### config.mk
export PLATFORM = sky130hd
export DESIGN_NAME = seven_seg_scanner
export DESIGN_NICKNAME = d
export VERILOG_FILES = /design/src/rtl/seven_seg_scanner_pkg.sv /design/src/rtl/seven_seg_scanner_hex_to_seg.sv /design/src/rtl/seven_seg_scanner.sv
export SDC_FILE = /design/constraint.sdc
export NUM_CORES = 1
export LEC_CHECK = 0
export BUFFER_PORTS_ARGS = -buffer_cell sky130_fd_sc_hd__buf_4
export CORE_MARGIN = 3
export CORE_UTILIZATION = 55
export CTS_BUF_LIST = sky130_fd_sc_hd__clkbuf_4
export DETAILED_ROUTE_END_ITERATION = 7
export PLACE_DENSITY = 0.84
export SYNTH_ARGS = -nofsm -noshare
export SYNTH_HDL_FRONTEND = slang
export SYNTH_HIERARCHICAL = 1
export SYNTH_SLANG_ARGS = --single-unit
### constraint.sdc
create_clock -name clk -period 7.65 [get_ports clk]
set_clock_uncertainty 0.15 [all_clocks]
set_input_delay 1.9125 -clock clk [delete_from_list [all_inputs] [get_ports clk]]
set_output_delay 1.9125 -clock clk [all_outputs]
set_load 0.01 [all_outputs]
### src/rtl/seven_seg_scanner_pkg.sv
// Shared constants for the multiplexed seven-segment display path:
// segment encodings and the default refresh timing for a 100 MHz clock.
package seven_seg_scanner_pkg;

  localparam logic [6:0] SEG_OFF = 7'h7F;

  // 100 MHz / 10000 cycles per slot = 10 kHz digit rate
  localparam int DEFAULT_SLOT_CYCLES = 10000;

  // Active-low {g,f,e,d,c,b,a} patterns for hex digits 0..F
  localparam logic [6:0] HEX_SEG_TABLE [16] = '{
    7'h40, 7'h79, 7'h24, 7'h30, 7'h19, 7'h12, 7'h02, 7'h78,
    7'h00, 7'h10, 7'h08, 7'h03, 7'h46, 7'h21, 7'h06, 7'h0E
  };

endpackage

### src/rtl/seven_seg_scanner_hex_to_seg.sv
// Combinational hex nibble to active-low seven-segment pattern decoder.
module hex_to_seg
  import seven_seg_scanner_pkg::*;
(
  input  logic [3:0] nibble,
  output logic [6:0] seg
);

  assign seg = HEX_SEG_TABLE[nibble];

endmodule

### src/rtl/seven_seg_scanner.sv
// Multiplexed seven-segment scanner with anti-ghosting guard, brightness PWM,
// per-digit masking, leading-zero blanking and a frame tick.
module seven_seg_scanner
  import seven_seg_scanner_pkg::*;
#(
  parameter int NUM_DIGITS       = 4,
  parameter int SLOT_CYCLES      = DEFAULT_SLOT_CYCLES,
  parameter int GUARD_CYCLES     = 16,
  parameter int DIM_BITS         = 4,
  parameter bit ANODE_ACTIVE_LOW = 1'b1
) (
  input  logic                          clk,
  input  logic                          reset,
  input  logic [4*NUM_DIGITS-1:0]       digit_data,
  input  logic [NUM_DIGITS-1:0]         dp_in,
  input  logic [NUM_DIGITS-1:0]         blank_mask,
  input  logic                          lz_blank_en,
  input  logic [DIM_BITS-1:0]           brightness,
  output logic [NUM_DIGITS-1:0]         anode,
  output logic [6:0]                    seg,
  output logic                          dp,
  output logic [$clog2(NUM_DIGITS)-1:0] digit_idx,
  output logic                          frame_tick
);

  localparam int IW = $clog2(NUM_DIGITS);
  localparam int CW = $clog2(SLOT_CYCLES);
  localparam int PW = CW + DIM_BITS + 1;

  localparam logic [CW-1:0]         LAST_CNT    = CW'(SLOT_CYCLES - 1);
  localparam logic [IW-1:0]         LAST_DIGIT  = IW'(NUM_DIGITS - 1);
  localparam logic [PW-1:0]         ACTIVE_SPAN = PW'(SLOT_CYCLES - GUARD_CYCLES);
  localparam logic [PW-1:0]         GUARD       = PW'(GUARD_CYCLES);
  localparam logic [NUM_DIGITS-1:0] ANODE_OFF   = ANODE_ACTIVE_LOW ? {NUM_DIGITS{1'b1}} : '0;

  logic [CW-1:0]           cnt;
  logic [IW-1:0]           digit;
  logic [4*NUM_DIGITS-1:0] snap_data;
  logic [NUM_DIGITS-1:0]   snap_dp;
  logic [NUM_DIGITS-1:0]   snap_mask;
  logic                    snap_lz;
  logic [DIM_BITS-1:0]     snap_bright;

  logic [4*NUM_DIGITS-1:0] eff_data;
  logic [NUM_DIGITS-1:0]   eff_dp;
  logic [NUM_DIGITS-1:0]   eff_mask;
  logic                    eff_lz;
  logic [DIM_BITS-1:0]     eff_bright;

  logic [NUM_DIGITS-1:0]   lz_vec;
  logic [3:0]              cur_nibble;
  logic                    cur_dp;
  logic                    cur_mask;
  logic                    cur_lz;
  logic [6:0]              dec_seg;
  logic [PW-1:0]           prod;
  logic [PW-1:0]           on_len;
  logic [PW-1:0]           cnt_w;
  logic                    in_window;
  logic [NUM_DIGITS-1:0]   onehot;
  logic [NUM_DIGITS-1:0]   anode_nxt;
  logic [6:0]              seg_nxt;
  logic                    dp_nxt;

  // The snapshot register only loads at the end of the counter==0 cycle, so
  // that cycle's outputs are computed from the live inputs instead.
  always_comb begin
    eff_data   = snap_data;
    eff_dp     = snap_dp;
    eff_mask   = snap_mask;
    eff_lz     = snap_lz;
    eff_bright = snap_bright;
    if (cnt == '0) begin
      eff_data   = digit_data;
      eff_dp     = dp_in;
      eff_mask   = blank_mask;
      eff_lz     = lz_blank_en;
      eff_bright = brightness;
    end
  end

  always_comb begin
    logic upper_zero;
    upper_zero = 1'b1;
    lz_vec     = '0;
    for (int k = NUM_DIGITS - 1; k >= 0; k--) begin
      upper_zero = upper_zero && (eff_data[4*k +: 4] == 4'h0);
      lz_vec[k]  = eff_lz && upper_zero && (k > 0);
    end
  end

  always_comb begin
    cur_nibble = '0;
    cur_dp     = 1'b0;
    cur_mask   = 1'b0;
    cur_lz     = 1'b0;
    for (int k = 0; k < NUM_DIGITS; k++) begin
      if (IW'(k) == digit) begin
        cur_nibble = eff_data[4*k +: 4];
        cur_dp     = eff_dp[k];
        cur_mask   = eff_mask[k];
        cur_lz     = lz_vec[k];
      end
    end
  end

  hex_to_seg u_hex_to_seg (
    .nibble (cur_nibble),
    .seg    (dec_seg)
  );

  // Full brightness bypasses the shift so the anode covers the whole post-guard slot.
  always_comb begin
    prod      = ACTIVE_SPAN * PW'(eff_bright);
    on_len    = (eff_bright == '1) ? ACTIVE_SPAN : (prod >> DIM_BITS);
    cnt_w     = PW'(cnt);
    in_window = (cnt_w >= GUARD) && (cnt_w < GUARD + on_len);
    onehot    = NUM_DIGITS'(1) << digit;

    anode_nxt = ANODE_OFF;
    if (!cur_mask && !cur_lz && (eff_bright != '0) && in_window) begin
      anode_nxt = ANODE_ACTIVE_LOW ? ~onehot : onehot;
    end
    seg_nxt = (cur_mask || cur_lz) ? SEG_OFF : dec_seg;
    dp_nxt  = cur_mask ? 1'b1 : ~cur_dp;
  end

  always_ff @(posedge clk) begin
    if (reset) begin
      cnt         <= '0;
      digit       <= '0;
      snap_data   <= '0;
      snap_dp     <= '0;
      snap_mask   <= '0;
      snap_lz     <= 1'b0;
      snap_bright <= '0;
      anode       <= ANODE_OFF;
      seg         <= SEG_OFF;
      dp          <= 1'b1;
      frame_tick  <= 1'b0;
    end else begin
      if (cnt == LAST_CNT) begin
        cnt   <= '0;
        digit <= (digit == LAST_DIGIT) ? '0 : digit + 1'b1;
      end else begin
        cnt <= cnt + 1'b1;
      end
      if (cnt == '0) begin
        snap_data   <= digit_data;
        snap_dp     <= dp_in;
        snap_mask   <= blank_mask;
        snap_lz     <= lz_blank_en;
        snap_bright <= brightness;
      end
      anode      <= anode_nxt;
      seg        <= seg_nxt;
      dp         <= dp_nxt;
      frame_tick <= (cnt == LAST_CNT) && (digit == LAST_DIGIT);
    end
  end

  assign digit_idx = digit;

endmodule

==> flow_metrics.py <==
metrics = {
    "finish": {
        "fill_cells": 509,
        "drive_above_1_share": 0.1630,
        "fin_util": 0.6599,
        "final_area_sq_mm": 0.004023,
        "diodes": 0,
        "nets": 524,
        "final_cells": 535,
        "synthToLayoutAreaGrowth_pct": 13.48,
    },
    "setup_path": {
        "worstSetupStartpointType": "register",
        "critical_path_class": "register to register",
        "end_kind": "register",
        "cp_num_buf_inv": 3,
        "critical_path.top_delay_family": "simple AND/OR/NAND/NOR gates",
        "cpPeakStageDelay_ns": 0.63,
        "cp_data_arrival_time_ns": 7.11,
        "critPathMaxFanout": 6,
        "cpMostUsedCell": "ha_1",
        "cp_data_required_time_ns": 7.75,
        "crit_path_top_delay_cell": "a2111oi_0",
    },
    "worst_hold_path": {
        "min_path_type": "register to register",
    },
    "sta": {
        "rsz0062_at_grt": "no",
        "fin_crit_sh": 0.9161,
        "worst_pin_slew_ns": 1.204,
        "setup_viol": 0,
        "finalSetupTns_ns": 0,
        "fmax_mhz": 142.7,
        "hold_ws_ns": 0.3129,
        "slew_headroom": 0.1890,
        "final_hold_viol_count": 0,
        "drv_slew": 0,
        "timing.final.crit_period_ns": 7.008,
        "worst_slack_ns": 0.6418,
    },
    "die": {
        "rows": 28,
        "start_util": 0.5815,
        "pin_count": 46,
        "dieWidth_um": 86.28,
        "die-area_sq_mm": 0.007444,
        "fp.dieH_um": 86.28,
        "core_area_sq_mm": 0.006096,
    },
    "yosys": {
        "synth_fa_ha_area_frac": 0.1363,
        "async_flop_share": 0,
        "synth-simple-area-share": 0.2171,
        "synth_top_family_by_area": "simple AND/OR/NAND/NOR gates",
        "synth_edf_count": 0,
        "synth_nets": 481,
        "yosysWarnings": 6,
        "avgSynthCellArea_sq_um": 8.604,
        "ys_ff_latch": 58,
        "synthMuxAreaShare": 0.09354,
        "synthCells": 412,
        "synth-main-ff-cell": "dfxtp_1",
        "synth_compound_area_frac": 0.1338,
        "synthDistinctLibCells": 59,
        "seq_area_frac_synth": 0.3276,
        "synth_area_sq_mm": 0.003545,
        "synth-xor-area-share": 0.04695,
    },
    "cts": {
        "cts_tree": "built",
        "cts_hold_buf": 0,
        "clock_tree.root_cell": "clkbuf_4",
        "post_cts_resized": 0,
        "numCtsBuffers": 9,
        "clkTransAtPathRegs_ns": 0.10,
        "insertion_delay_ns": 0.41,
        "post_cts_buffers": 0,
        "cts_buffer_depth": 2,
        "clock-sinks": 58,
        "h-tree-depth": 3,
    },
    "grt": {
        "grtUsageMet1": 0.2686,
        "grt_pass1_vias": 2984,
        "grt_overflow": 0,
        "grt_busiest_layer": "met2",
        "use_met3": 0.06939,
        "antenna_found_initial": 0,
        "grt_max_degree": 38,
        "use_met2": 0.3917,
        "grt_pass1_wl_um": 13410,
        "grt.total_usage": 0.2260,
    },
    "route": {
        "vias": 3068,
        "via_per_inst": 5.735,
        "drt-initial-drc-count": 151,
        "routedWlPerCell_um": 14.80,
        "drt_first_pass_iters": 4,
        "remaining_drc_errors": 0,
        "totalWireLength_um": 7916,
        "drtAntennaViolNets": 0,
    },
    "power": {
        "p_leak_nw": 1.829,
        "power_mw": 0.8293,
        "peakVddDrop_uv": 137.4,
        "power.density_mw_per_mm2": 206.2,
    },
    "place": {
        "hpwl_um": 6107,
        "dp_cells": 519,
        "place_ws_ns": 0.4704,
        "place_area_sq_mm": 0.003919,
        "gp_congestion": 0.8967,
        "portBuffers": 45,
    },
    "flow_run": {
        "cap_violations": 0,
    },
    "run_status": {
        "status": "complete, no violations",
    },
}
## worst min-delay path, delay by kind of cell, from the launching register on
| kind | cells | cell delay, ns |
|---|---|---|
| DFF | 1 | 0.32 |
| and+or+nand+nor | 1 | 0.05 |
| AOI/OAI and AO/OA | 1 | 0.05 |
## final cells by class
| cell class | instances | area [sq um] | area share |
|---|---|---|---|
| Tap cell | 75 | 93.84 | 0.02333 |
| Sequential cell | 58 | 1161 | 0.2886 |
| Timing Repair Buffer | 49 | 367.9 | 0.09145 |
| Inverter | 19 | 71.32 | 0.01773 |
| Clock inverter | 7 | 36.28 | 0.009020 |
| Multi-Input combinational cell | 318 | 2225 | 0.5530 |
| Clock buffer | 9 | 67.56 | 0.01680 |
## cell usage in the layout, fill, tap and decap left out, types with 7 or more instances in the layout
cell type  synthesis  final
o21ai_0           17     17
a21oi_1           12     12
dfxtp_1           58     58
and3_1             7      7
xor2_1             9      9
ha_1              37     37
nor4_1             7      7
nor2_1            60     60
nand2b_1           9      9
buf_4              1     49
nand2_1           23     23
mux2i_1           32     32
inv_1             17     17
nand3_1           18     18
clkbuf_4           0      9
xnor2_1           10     10
## synth_stat cells, types with 3 or more instances
library cell / instances / area share
nand2b_1: 9 / 0.016
or2_2: 6 / 0.011
buf_2: 4 / 0.0056
o21a_1: 5 / 0.011
nor3_1: 6 / 0.0085
inv_1: 17 / 0.018
xnor2_1: 10 / 0.025
mux2i_1: 32 / 0.090
or4_1: 3 / 0.0064
a21oi_1: 12 / 0.017
ha_1: 37 / 0.13
and3_1: 7 / 0.012
dfxtp_1: 58 / 0.33
nor4_1: 7 / 0.012
nand4_1: 5 / 0.0088
nor2_1: 60 / 0.064
o21ai_1: 6 / 0.0085
o21ai_0: 17 / 0.024
xor2_1: 9 / 0.022
nand3_1: 18 / 0.025
clkbuf_1: 10 / 0.011
a31oi_1: 3 / 0.0053
o22ai_1: 6 / 0.011
nand2_1: 23 / 0.024
## kinds of logic after synthesis
family | count (synthesis)
DFF | 58
muxes | 33
AOI/OAI and AO/OA | 71
buffers and inverters | 36
and+or+nand+nor | 157
xor gates and xnor gates | 19
adders and majority gates | 38
## final timing paths
kind | start | to | slack (ns) | cells past startpoint
hold / removal | snap_lz | snap_lz | 0.31 | 2
hold reg to reg | snap_lz | snap_lz | 0.31 | 2
setup / recovery | cnt[0] | anode[0] | 0.64 | 25
setup reg to reg | cnt[0] | anode[0] | 0.64 | 25
## routing by layer
metal  vias up  wire (um)
li1       1537          -
met3        12        603
met2       104       3821
met4         0         97
met1      1415       3394
met5         -          0
## state kept, by name (all words and copies together) (netlist names)
| signal | cells |
|---|---|
| digit_idx | 2 |
| frame_tick | 1 |
| dp | 1 |
| snap_bright | 4 |
| snap_mask | 4 |
| snap_data | 16 |
| snap_lz | 1 |
| seg | 7 |
| snap_dp | 4 |
| cnt | 14 |
| anode | 4 |
## power breakdown
group	internal, mW	switching (mW)	leakage, nW	total, mW
Clock	0.0621	0.114	0.0542	0.177
Sequential	0.324	0.00900	0.476	0.333
Combinational	0.141	0.179	1.30	0.320
(Power assumes the default switching activity.)
